File: src/rtl/seq_restoring_divider.sv
`default_nettype none
// ============================================================================
// Module      : seq_restoring_divider
// Description : Multi-cycle unsigned restoring divider. It divides a DW-bit
//               dividend by a VW-bit divisor and resolves one quotient bit
//               per clock. The typical use is to recover a multiplier operand
//               from its product.
//               Both the input side and the output side use a valid/ready
//               handshake. A new operand pair is accepted only in IDLE.
//               Divide-by-zero skips the iteration and reports directly.
// Ports       : clk, rst     - rising-edge clock, synchronous active-high reset
//               in_valid     - dividend/divisor presented
//               in_ready     - block can accept an operand pair (IDLE)
//               dividend     - DW-bit unsigned dividend
//               divisor      - VW-bit unsigned divisor
//               out_valid    - result available (DONE)
//               out_ready    - consumer accepts the result
//               quotient     - DW-bit unsigned quotient
//               remainder    - VW-bit unsigned remainder
//               div_by_zero  - result came from a zero divisor
// Options     : DIV_ROUND_EN - when defined, adds a ROUND state. That state
//               rounds the quotient to nearest and saturates it at all ones.
//               This adds one cycle of latency.
// Revision    : 1.0 - initial release
// ============================================================================
module seq_restoring_divider #(
    parameter int DW = 8,
    parameter int VW = 4
) (
    input  logic          clk,
    input  logic          rst,
    input  logic          in_valid,
    output logic          in_ready,
    input  logic [DW-1:0] dividend,
    input  logic [VW-1:0] divisor,
    output logic          out_valid,
    input  logic          out_ready,
    output logic [DW-1:0] quotient,
    output logic [VW-1:0] remainder,
    output logic          div_by_zero
);

    localparam int c_cnt_w = (DW > 1) ? $clog2(DW) : 1;
    localparam logic [c_cnt_w-1:0] c_last_step = c_cnt_w'(DW - 1);

`ifdef DIV_ROUND_EN
    typedef enum logic [1:0] {
        S_IDLE  = 2'd0,
        S_CALC  = 2'd1,
        S_DONE  = 2'd2,
        S_ROUND = 2'd3
    } state_t;
`else
    typedef enum logic [1:0] {
        S_IDLE = 2'd0,
        S_CALC = 2'd1,
        S_DONE = 2'd2
    } state_t;
`endif

    state_t              r_state;
    state_t              w_next_state;
    logic [DW-1:0]       r_q;
    logic [VW-1:0]       r_rem;
    logic [VW-1:0]       r_div;
    logic [c_cnt_w-1:0]  r_cnt;
    logic                r_dbz;

    logic                w_div_zero;
    logic [VW:0]         w_shift;
    logic [VW:0]         w_trial;
    logic                w_fits;

    assign w_div_zero = (divisor == '0);

    // The partial remainder always stays below the divisor. For that reason,
    // only the VW+1-bit shifted value can exceed VW bits. Because the
    // subtraction is done at that width, its MSB is the borrow. In other
    // words, the MSB is set exactly when the shifted value is below the
    // divisor.
    assign w_shift = {r_rem, r_q[DW-1]};
    assign w_trial = w_shift - {1'b0, r_div};
    assign w_fits  = ~w_trial[VW];

`ifdef DIV_ROUND_EN
    logic                w_round_up;
    logic [DW-1:0]       w_q_inc;

    // Round half up: 2*rem >= divisor.
    assign w_round_up = ({r_rem, 1'b0} >= {1'b0, r_div});
    assign w_q_inc    = (&r_q) ? r_q : r_q + 1'b1;
`endif

    always_ff @(posedge clk) begin
        if (rst) begin
            r_state <= S_IDLE;
        end else begin
            r_state <= w_next_state;
        end
    end

    always_comb begin
        w_next_state = r_state;
        case (r_state)
            S_IDLE: begin
                if (in_valid) begin
                    w_next_state = w_div_zero ? S_DONE : S_CALC;
                end
            end
            S_CALC: begin
                if (r_cnt == c_last_step) begin
`ifdef DIV_ROUND_EN
                    w_next_state = S_ROUND;
`else
                    w_next_state = S_DONE;
`endif
                end
            end
`ifdef DIV_ROUND_EN
            S_ROUND: w_next_state = S_DONE;
`endif
            S_DONE: begin
                if (out_ready) begin
                    w_next_state = S_IDLE;
                end
            end
            default: w_next_state = S_IDLE;
        endcase
    end

    always_ff @(posedge clk) begin
        if (rst) begin
            r_q   <= '0;
            r_rem <= '0;
            r_div <= '0;
            r_cnt <= '0;
            r_dbz <= 1'b0;
        end else begin
            case (r_state)
                S_IDLE: begin
                    if (in_valid) begin
                        r_div <= divisor;
                        r_cnt <= '0;
                        if (w_div_zero) begin
                            r_q   <= '1;
                            r_rem <= dividend[VW-1:0];
                            r_dbz <= 1'b1;
                        end else begin
                            r_q   <= dividend;
                            r_rem <= '0;
                            r_dbz <= 1'b0;
                        end
                    end
                end
                S_CALC: begin
                    // The dividend drains out of the top of r_q while the
                    // quotient bits enter at the bottom.
                    r_q   <= {r_q[DW-2:0], w_fits};
                    r_rem <= w_fits ? w_trial[VW-1:0] : w_shift[VW-1:0];
                    r_cnt <= r_cnt + 1'b1;
                end
`ifdef DIV_ROUND_EN
                S_ROUND: begin
                    if (w_round_up) begin
                        r_q   <= w_q_inc;
                        r_rem <= r_rem - r_div;
                    end
                end
`endif
                S_DONE: begin
                    if (out_ready) begin
                        r_dbz <= 1'b0;
                    end
                end
                default: ;
            endcase
        end
    end

    assign in_ready    = (r_state == S_IDLE);
    assign out_valid   = (r_state == S_DONE);
    assign quotient    = r_q;
    assign remainder   = r_rem;
    assign div_by_zero = r_dbz;

endmodule
`default_nettype wire

File: config.mk
export PLATFORM = sky130hd
export DESIGN_NAME = seq_restoring_divider
export DESIGN_NICKNAME = d
export VERILOG_FILES = /design/src/rtl/seq_restoring_divider.sv
export SDC_FILE = /design/constraint.sdc
export NUM_CORES = 1
export LEC_CHECK = 0
export ABC_AREA = 1
export CORE_AREA = 3 3 51 62
export DETAILED_ROUTE_END_ITERATION = 8
export DIE_AREA = 0 0 54 65
export PLACE_DENSITY = 0.76
export SLEW_MARGIN = 20
export SYNTH_ARGS = -nofsm -noshare
export SYNTH_HDL_FRONTEND = slang
export SYNTH_SLANG_ARGS = --single-unit
File: constraint.sdc
create_clock -name clk -period 2.6 [get_ports clk]
set_clock_uncertainty 0.2 [all_clocks]
set_input_delay 0.52 -clock clk [delete_from_list [all_inputs] [get_ports clk]]
set_output_delay 0.52 -clock clk [all_outputs]
set_load 0.02 [all_outputs]
* Word-level counts from Yosys, hierarchy flattened
Index checks and enable logic that the tools add are counted.
** Word-level totals
- Output and inout port bits :: 15
- Input port bits :: 16
- Bits in registers :: 22
- Word-level logic and storage cells :: 41
** Cells by class
- Bitwise logic cells :: 1
- $add $sub $neg :: 2
- Reduce and logical (&&, ||, !) cells :: 8
- Multiplexer cells :: 18
- Eq/ne operators :: 6
** Operator list (count)
- two-way mux 8 bit :: 2
- case mux 8 bit (2 select lines) :: 1
- two-way mux 4 bit :: 3
- two-way mux 2 bit :: 4
- case mux 4 bit (2 select lines) :: 1
- case mux 2 bit (3 select lines) :: 1
- case mux 3 bit (2 select lines) :: 1
- AND reduction 3 bit :: 2
- subtractor 5 x 4 -> 5 bit :: 1
- zero test 4 bit :: 1
- != test 2 bit (second input constant) :: 2
- AND reduction 2 bit :: 2
- nonzero test 2 bit :: 2
- adder 3 x 1 -> 3 bit (second input constant) :: 1
- equality test 3 bit (second input constant) :: 1
- two-way mux 1 bit :: 3
- two-way mux 3 bit :: 1
- equality test 2 x 1 -> 1 bit (second input constant) :: 1
- equality test 2 bit (second input constant) :: 1
- zero test 2 bit :: 1
- != test 2 x 1 -> 1 bit (second input constant) :: 1
- case mux 1 bit (2 select lines) :: 1
- inverter 1 bit :: 1

* Depth between registers and ports, before layout
- Depth in word-level cells :: 4
- Depth in mapped cells :: 12
- Gate-level depth less buffers :: 12

* Worst setup path before layout
Ideal clock, no wire load.
- Kind :: register -> register
- Start point :: register r_q[7], in the netlist quotient[7]
- End point :: register r_rem[3], in the netlist remainder[3]
- Data required time :: 2283 ps
- Stages on the path, launching flop included :: 13
- Arrival time :: 1615 ps
- Path slack :: 668 ps
- Cells stage by stage :: dfxtp_1 > inv_2 > ha_1 > inv_1 > fa_1 > nand2_1 > nand2_1 > nand3_2 > nand2_1 > nor2_1 > nor2_1 > nor2_1 > nor2_1
** On the way
- Cells in the longest elaborated chain, start to end :: 3
** Ends and longest elaborated chain
- start, declared :: RTL line 63 : logic [DW-1:0] r_q;
- start signal, assigned :: RTL line 149 : r_q <= dividend;
- start signal, assigned :: RTL line 158 : r_q <= {r_q[DW-2:0], w_fits};
- subtractor 5 x 4 -> 5 bit :: RTL line 82 : assign w_trial = w_shift - {1'b0, r_div};
- two-way mux 4 bit :: RTL line 159 : r_rem <= w_fits ? w_trial[VW-1:0] : w_shift[VW-1:0];
- case mux 4 bit (2 select lines) :: RTL line 139 : case (r_state)
- end signal, assigned :: RTL line 146 : r_rem <= dividend[VW-1:0];
- end signal, assigned :: RTL line 159
- end, declared :: RTL line 64 : logic [VW-1:0] r_rem;
Every way passes these cells.
A chain may end at the register's enable or synchronous reset.

* Worst setup path in the final report
- Start point :: register r_state[1]
- End point :: output port in_ready
** On the way
- Cells in the longest elaborated chain, start to end :: 1
** Ends and longest elaborated chain
- start, declared :: RTL line 61 : state_t r_state;
- start signal, assigned :: RTL line 98 : r_state <= w_next_state;
- zero test 2 bit :: RTL line 180 : assign in_ready = (r_state == S_IDLE);
- end, declared :: RTL line 33 : output logic in_ready,
Every way passes these cells.

==> qor.yml <==
hp-class: "register to register"
async_reset_ff_share_pct: 0
status: "completed"
fin_crit_ns: 2.39
wl_mm: 3.11
synth_area_leader_cell: "dfxtp_1"
ir_drop_v: 0.000651
timing.fmax_mhz: 419
period_share_pct: 91.8
post_drt_wl_per_cell_um: 13.1
dp.cells: 233
cts_tree: "built"
diodes: 0
slew_headroom_pct: 68.9
dp_hpwl_mm: 2.49
initial_utilization_pct: 48.3
ios: 31
drc: 0
grt_pass1_wl_mm: 5.23
portBuffers: 30
first_pass_iters: 4
gp_congestion: 0.964
core_um2: 2580
synth_top_cell_area_share_pct: 35.3
synth_fp_nets: 195
htreeDepth: 1
ys_ff_latch: 22
crit_fanout: 5
grt_max_degree: 18
postCtsSetupBuffers: 0
path_clk_slew_ns: 0.12
fin_cells: 237
dr_total_vias: 1244
cts_resized: 0
cts_max_path_buffers: 2
rsz0062_at_grt: "false"
p_leak_nw: 0.698
grt_pass1_vias: 1219
synthCells: 172
synth-main-ff-cell: "dfxtp_1"
crit_required_ns: 1.88
globalRouteOverflowTotal: 0
die_area_um2: 3510
hold_buffers: 0
insertion_delay_ns: 0.31
synth_edf_count: 0
maxCapViolations: 0
synth_area_leaders: "dfxtp_1 35%, nand2_1 8.4%, a21oi_1 6.8%"
yosysUniqueCellTypes: 30
final.setup.tns_ns: 0
syn2layout_area_growth_pct: 29.0
multi_input_area_um2: 667
power-per-cell-area_nw_per_um2: 692
cp-start-kind: "register"
finalHoldViolations: 0
cts_root_buffer: "clkbuf_4"
ys_warn_count: 0
avgSynthCellArea_um2: 7.25
tightest_slew_ns: 0.466
power_mw: 1.11
grt_usage_pct: 19.9
drive_gt1_share_pct: 11.3
final_net_count: 228
finalSetupViolCount: 0
vias_per_cell: 5.25
first_iter_violations: 31
ant_nets: 0
final_util_pct: 62.4
yosysMostFrequentCell: "nand2_1"
cts_sinks: 22
min_path_cells: 2
fp.dieH_um: 65
cts_buffers: 3
final_max_slew_viol_count: 0
crit_type: "register to output port"
seq_area_um2: 440
reg2reg_depth: 11
die_width_um: 54
synth_area_um2: 1250
end_kind: "output port"
seq_area_frac_synth_pct: 35.3
synth_common_cells: "28 x nand2_1, 22 x dfxtp_1, 19 x inv_1"
crit_arrival_ns: 1.67
rows: 20
fillers: 249
antenna_found_initial: 0
-- registers in the layout, indices dropped and copies added (netlist names) --
signal / count
div_by_zero: 1
quotient: 8
r_cnt: 3
r_div: 4
r_state: 2
remainder: 4
-- per-layer routing --
layer,routed length (µm),track usage [%],share of wire (%),vias up
met2,1670,35.9,54,40
met5,0,0,0,-
met3,137,3.45,4.4,7
li1,-,-,-,646
met4,55,8.10,1.8,0
met1,1240,21.9,40,551
-- logic make-up (layout without fill, tap and decap cells) --
family / Yosys count / in the layout / share of synthesized area [%]
AND/OR/NAND/NOR: 61 / 61 / 22.6
AO/OA/AOI/OAI: 48 / 48 / 22.6
buffers and inverters: 33 / 65 / 11.1
flip-flops: 22 / 22 / 35.3
adder cells (fa/ha/maj): 7 / 7 / 7.63
XOR/XNOR: 1 / 1 / 0.703
-- critical path, cell delays in order (launching register included) --
cell	delay [ns]
dfxtp_1	0.41
nor2_2	0.28
clkdlybuf4s50_1	0.66
-- stage by stage --
stage / hold slack (ns) / instance area [µm²] / worst slack, ns
final: 0.269 / 1610 / 0.212
after detailed placement: 0.255 / 1570 / 0.343
after global placement: 0.255 / 1570 / 0.410
after CTS: 0.272 / 1610 / 0.215
after global routing: 0.304 / 1610 / 0.115
after floorplan: 0.233 / 1250 / 0.668
-- path summary, 6_finish.rpt --
kind,from,end,slack (ns)
worst max-delay path,r_state[1],in_ready,0.21
worst min-delay path,r_div[2],r_div[2],0.27
worst max register to register,quotient[7],remainder[3],0.51
worst min register to register,r_div[2],r_div[2],0.27
-- layout make-up --
cell class,instances,area share (%)
Tap cell,33,2.57
Timing Repair Buffer,31,19.1
Clock buffer,4,2.26
Multi-Input combinational cell,117,41.5
Inverter,30,7.16
Sequential cell,22,27.4
-- power breakdown --
part / internal, mW / leakage (nW) / switching [mW]
registers: 0.381 / 0.181 / 0.0409
logic: 0.206 / 0.496 / 0.295
clock network: 0.0856 / 0.0210 / 0.104
-- cell usage in the layout, fill, tap and decap left out, types with 2 or more instances in the layout --
master and instances:
a21oi_1 17, inv_1 19, o21ai_0 3, inv_2 9, o21ai_1 15, a31oi_1 5, nand3_1 13, nor2_1 11
nand2_1 28, clkdlybuf4s50_1 30, clkbuf_4 3, dfxtp_1 22, o221ai_1 4, nor2_2 2, ha_1 6, o211ai_1 2
No activity file was read; power rests on OpenSTA's default activity.
